`config.mk`:
```
export PLATFORM = sky130hd
export DESIGN_NAME = vga_timing_gen
export DESIGN_NICKNAME = d
export VERILOG_FILES = /design/src/rtl/vga_timing_gen.sv
export SDC_FILE = /design/constraint.sdc
export NUM_CORES = 1
export LEC_CHECK = 0
export CORE_ASPECT_RATIO = 0.75
export CORE_UTILIZATION = 48
export CTS_CLUSTER_SIZE = 24
export DETAILED_ROUTE_END_ITERATION = 8
export PLACE_DENSITY = 0.77
export SYNTH_ARGS = -nofsm -noshare
export SYNTH_HDL_FRONTEND = slang
export SYNTH_SLANG_ARGS = --single-unit
```
`constraint.sdc`:
```
create_clock -name clk -period 6.25 [get_ports clk]
set_clock_uncertainty 0.1 [all_clocks]
set_input_delay 1.875 -clock clk [delete_from_list [all_inputs] [get_ports clk]]
set_output_delay 1.875 -clock clk [all_outputs]
set_load 0.03 [all_outputs]
```
`src/rtl/vga_timing_gen.sv`:
```
// Video timing generator: pixel-rate divider, column/row counters over the full
// frame including blanking, sync/active decodes and frame-buffer address.
module vga_timing_gen #(
  parameter int unsigned H_ACTIVE = 640,
  parameter int unsigned H_FP     = 16,
  parameter int unsigned H_SYNC   = 96,
  parameter int unsigned H_BP     = 48,
  parameter int unsigned V_ACTIVE = 480,
  parameter int unsigned V_FP     = 10,
  parameter int unsigned V_SYNC   = 2,
  parameter int unsigned V_BP     = 33,
  parameter int unsigned CLK_DIV  = 2,
  parameter bit          HS_POL   = 1'b0,
  parameter bit          VS_POL   = 1'b0,
  parameter int unsigned CNT_W    = 10,
  parameter int unsigned ADDR_W   = 19
) (
  input  logic              clk,
  input  logic              n_rst,
  input  logic              enable,
  output logic              pixel_ce,
  output logic [CNT_W-1:0]  col,
  output logic [CNT_W-1:0]  row,
  output logic              hsync,
  output logic              vsync,
  output logic              active,
  output logic [ADDR_W-1:0] addr,
  output logic              line_start,
  output logic              frame_start,
  output logic              frame_done
);

  localparam int unsigned H_TOTAL   = H_ACTIVE + H_FP + H_SYNC + H_BP;
  localparam int unsigned V_TOTAL   = V_ACTIVE + V_FP + V_SYNC + V_BP;
  localparam int unsigned DEPTH     = H_ACTIVE * V_ACTIVE;
  localparam int unsigned HS_START  = H_ACTIVE + H_FP;
  localparam int unsigned HS_END    = HS_START + H_SYNC;
  localparam int unsigned VS_START  = V_ACTIVE + V_FP;
  localparam int unsigned VS_END    = VS_START + V_SYNC;
  localparam int unsigned DIV_W     = (CLK_DIV > 1) ? $clog2(CLK_DIV) : 1;

  logic [DIV_W-1:0]  div_cnt_q, div_cnt_d;
  logic [CNT_W-1:0]  col_q, col_d;
  logic [CNT_W-1:0]  row_q, row_d;
  logic [ADDR_W-1:0] addr_q, addr_d;

  logic [31:0] col_w;
  logic [31:0] row_w;
  logic        col_wrap;
  logic        row_wrap;
  logic        addr_wrap;

  // State registers; reset wins over enable
  always_ff @(posedge clk) begin
    if (n_rst) begin
      div_cnt_q <= '0;
      col_q     <= '0;
      row_q     <= '0;
      addr_q    <= '0;
    end else begin
      div_cnt_q <= div_cnt_d;
      col_q     <= col_d;
      row_q     <= row_d;
      addr_q    <= addr_d;
    end
  end

  // Decodes and next-state; counter wraps all resolve in the same cycle
  always_comb begin
    div_cnt_d   = div_cnt_q;
    col_d       = col_q;
    row_d       = row_q;
    addr_d      = addr_q;
    col_w       = 32'(col_q);
    row_w       = 32'(row_q);

    pixel_ce    = enable && !n_rst && (div_cnt_q == DIV_W'(CLK_DIV - 1));
    active      = (col_w < H_ACTIVE) && (row_w < V_ACTIVE);
    hsync       = ((col_w >= HS_START) && (col_w < HS_END)) ? HS_POL : ~HS_POL;
    vsync       = ((row_w >= VS_START) && (row_w < VS_END)) ? VS_POL : ~VS_POL;
    col_wrap    = (col_w == H_TOTAL - 1);
    row_wrap    = (row_w == V_TOTAL - 1);
    addr_wrap   = (32'(addr_q) == DEPTH - 1);

    line_start  = pixel_ce && (col_q == '0);
    frame_start = pixel_ce && (col_q == '0) && (row_q == '0);
    frame_done  = pixel_ce && active && addr_wrap;

    if (enable) begin
      div_cnt_d = (div_cnt_q == DIV_W'(CLK_DIV - 1)) ? '0 : div_cnt_q + DIV_W'(1);
    end

    if (pixel_ce) begin
      if (col_wrap) begin
        col_d = '0;
        row_d = row_wrap ? '0 : row_q + CNT_W'(1);
      end else begin
        col_d = col_q + CNT_W'(1);
      end
      if (active) begin
        addr_d = addr_wrap ? '0 : addr_q + ADDR_W'(1);
      end
      // Frame wrap re-aligns addr even if it has drifted
      if (col_wrap && row_wrap) begin
        addr_d = '0;
      end
    end

    col  = col_q;
    row  = row_q;
    addr = addr_q;
  end

endmodule

```
==> results.md <==
* Port Buffers at 48
* Row cnt at 20
* RR Startpoint: div_cnt_q$_SDFFE_PP0P_
* CP required at ~4.3 ns
* Area grow syn2layout at 27.85%
* Reg2Reg Depth at 6
* Clk slew on worst S/H paths at approximately 0.070 ns
* Pin count of the biggest net entering global routing at 24
* Cts hold-fix bufs at 0
* Avg WL per Cell at ~14 um
* I/O pin cnt at 49
* Post-synth EDFFs at 0
* Final Cycle Share at approximately 90%
* Reg area at roughly 800 um^2
* Sequential area share after synthesis at a little under two fifths
* Largest family of logic cells by synthesized area: simple AND/OR/NAND/NOR gates
* DR vias/cell at 5.802
* Vias post-DR at 2077
* H-tree depth at 2
* # diodes at 0
* Post-DP HPWL at 3585 um
* Peak VDD IR at about 0.000097 V
* Syn_nets at 266
* Min cycle time layout at between 5 and 6 ns
* DRC at 0
* Postcts setup bufs at 0
* Worst path max stage delay at about 0.66 ns
* Simple-gate share of the synthesized area at about 34%
* Multi-input gate area at 1256 um^2
* CORE AREA at between 4000 and 5000 um^2
* Longest Clk Path Bufs at 2
* CP endpoint kind: primary output
* Gate Count Post-Synth at around 260
* GPL Wtd Cong at approximately 0.86
* LEAKAGE at ~0.86 nW
* Worst path cell trace: clkdlybuf4s50_1, and3b_1, and4_1, clkdlybuf4s50_1
* ANT nets after route at 0
* Pwr per Cell Area at 168.0 nW/um^2
* CTS sink cnt at 40
* Initial core utilization at approximately half
* Starting DRT DRC Count at approximately 150
* Slew @ Worst Pin at roughly 1.2 ns
* Seq cells post-synth at 40
* Setup WS post-layout at ~0.63 ns
* Synthesized area at 2152 um^2
* Die Width at approximately 79 um
* Die area at between 4000 and 5000 um^2
* Gr ovfl total at 0
* Compound-Gate Fraction of Synth Area at about 14%
* # setup viols final at 0
* R2R Setup Slk at 3.48 ns
* RR Endpoint: addr[18]$_SDFFE_PP0P_
* Unique cell type count in the Yosys netlist at between 40 and 50
* Synth Area in XOR/XNOR at between 7 and 8%
* Hold Crit Class: flip-flop to flip-flop
* CP startpoint kind: input pin
* Outcome: completed
* Share of cells above drive strength 1 at roughly 5.9%
* Final slew viol count at 0
* Ys Warns at 0
* Die Ht at 59.99 um
* Slowest stage cell, crit path: clkdlybuf4s50_1
* Synth async-reset ratio at 0%
* Post-Route WL at just over 5000 um
* Nets at 310
* Crit path top cell by count: clkdlybuf4s50_1
* Critical Path Fanout Max at 8
* RSZ-0062 raised after global routing: false
* Drt first pass iters at 4
* Synth Area in Adders at a little under 3%
* Tot GR Track Use at between 20% and 30%
* Mux contribution to synthesized area at 0%
* Worst hold margin at roughly 0.41 ns
* Setup tns final at 0 ns
* Hold Path Stages at 2
* WS Path Type: input pin to primary output
* Fill cells at 371
* Root buf cell: clkbuf_8
* First-pass GRT wire length at 8528 um
* CTS tree: yes
* CTS buffer count at 5
* Achievable Freq at 0.1780 GHz
* Hold EP: col[1]$_SDFFE_PP0P_
* Worst slack, placed at about 0.63 ns
* Max Cap Viol at 0
* Worst-Skew Late Latency at a little under 0.3 ns
* CP Data Arrival Time at 3.64 ns
* Main synth FF type: dfxtp_1
* Post-cts resize count at 0
* Hold Startpoint: col[1]$_SDFFE_PP0P_
* Mean Syn Cell Area at ~8.3 um^2
* Vias in the first global route at 1761
* Antenna violations before repair at 0
* Final hold vios at 0
* Slew headroom at 18.43%
metrics by stage:
| stage | util (%) | total power, mW | area, um^2 | cells |
|---|---|---|---|---|
| finish | 65.84 | 0.4622 | 2751 | 358 |
| global placement | 63.68 | 0.2903 | 2661 | 350 |
| floorplan | - | 0.2809 | 2152 | 258 |
| global route | 65.84 | 0.4830 | 2751 | 358 |
| CTS | 65.84 | 0.4666 | 2751 | 358 |
| detailed placement | 63.68 | 0.2908 | 2661 | 350 |
power breakdown:
group	switching [mW]	total (mW)	internal, mW
sequential	0.00266	0.260	0.257
combinational	0.0156	0.0254	0.00980
clock	0.0870	0.177	0.0901
total	0.105	0.462	0.357
sequential cells by signal, summed over array words and instances, names as in the netlist:
signal and count:
row 10, addr 19, col 10, div_cnt_q 1
critical path: cells and delay by family:
kind	cells	cell delay, ns
buf+inv	2	1.12
simple gates	2	0.64
kinds of logic (layout without fill, tap and decap cells):
family                     after synthesis  after routing
AOI/OAI and AO/OA                       42             42
xor gates and xnor gates                19             19
adders and majority gates                5              5
DFF                                     40             40
buffers and inverters                   24             69
and+or+nand+nor                        128            128
routing by layer:
layer	track usage [%]	up-vias	part of all wire, %	wire length (um)
met2	33.37	56	41	2106
met4	5.455	0	0.57	29
met5	0	-	0	0
met1	34.46	972	52	2666
met3	5.802	4	6.0	305
li1	-	1045	-	-
synth_stat cells (6+ instances only):
cell,number,area share [%]
a211oi_1,15,5.2
xor2_1,11,4.5
nor2_1,23,4.0
and3_1,6,1.7
nor3_1,6,1.4
or3_1,7,2.0
or4_1,11,3.8
and4_1,6,2.4
nand3_1,9,2.1
o21ai_0,8,1.9
xnor2_1,8,3.3
inv_1,10,1.7
clkbuf_1,9,1.6
dfxtp_1,40,37
o31ai_1,10,3.5
nand4_1,11,3.2
nand2_1,27,4.7
how the worst max path moves through the flow:
stage / startpoint / to / slack, ns / cells after the start
after global placement: n_rst / frame_done / 0.67 / 4
final: n_rst / frame_done / 0.63 / 4
after floorplan: n_rst / frame_start / 0.12 / 5
after global routing: enable / frame_done / 0.52 / 4
after detailed placement: n_rst / frame_done / 0.63 / 4
after CTS: n_rst / frame_done / 0.63 / 4
cell usage in the layout, fill, tap and decap left out, types with 7 or more instances in the layout:
master           Yosys  routed
a211oi_1            15      15
xor2_1              11      11
nor2_1              23      23
nand3_1              9       9
or3_1                7       7
xnor2_1              8       8
or4_1               11      11
dfxtp_1             40      40
inv_1               10      10
nand4_1             11      11
o31ai_1             10      10
nand2_1             27      27
o21ai_0              8       8
clkdlybuf4s50_1      0      46
final cells by class:
| cell class | count | area share (%) |
|---|---|---|
| inverters | 10 | 1.364 |
| repair buffers | 51 | 18.10 |
| clock buffers | 8 | 3.274 |
| multi-input cells | 194 | 45.66 |
| flip-flops and latches | 40 | 29.10 |
| well taps | 55 | 2.501 |
Note: power is estimated with default switching activity, not from simulation.
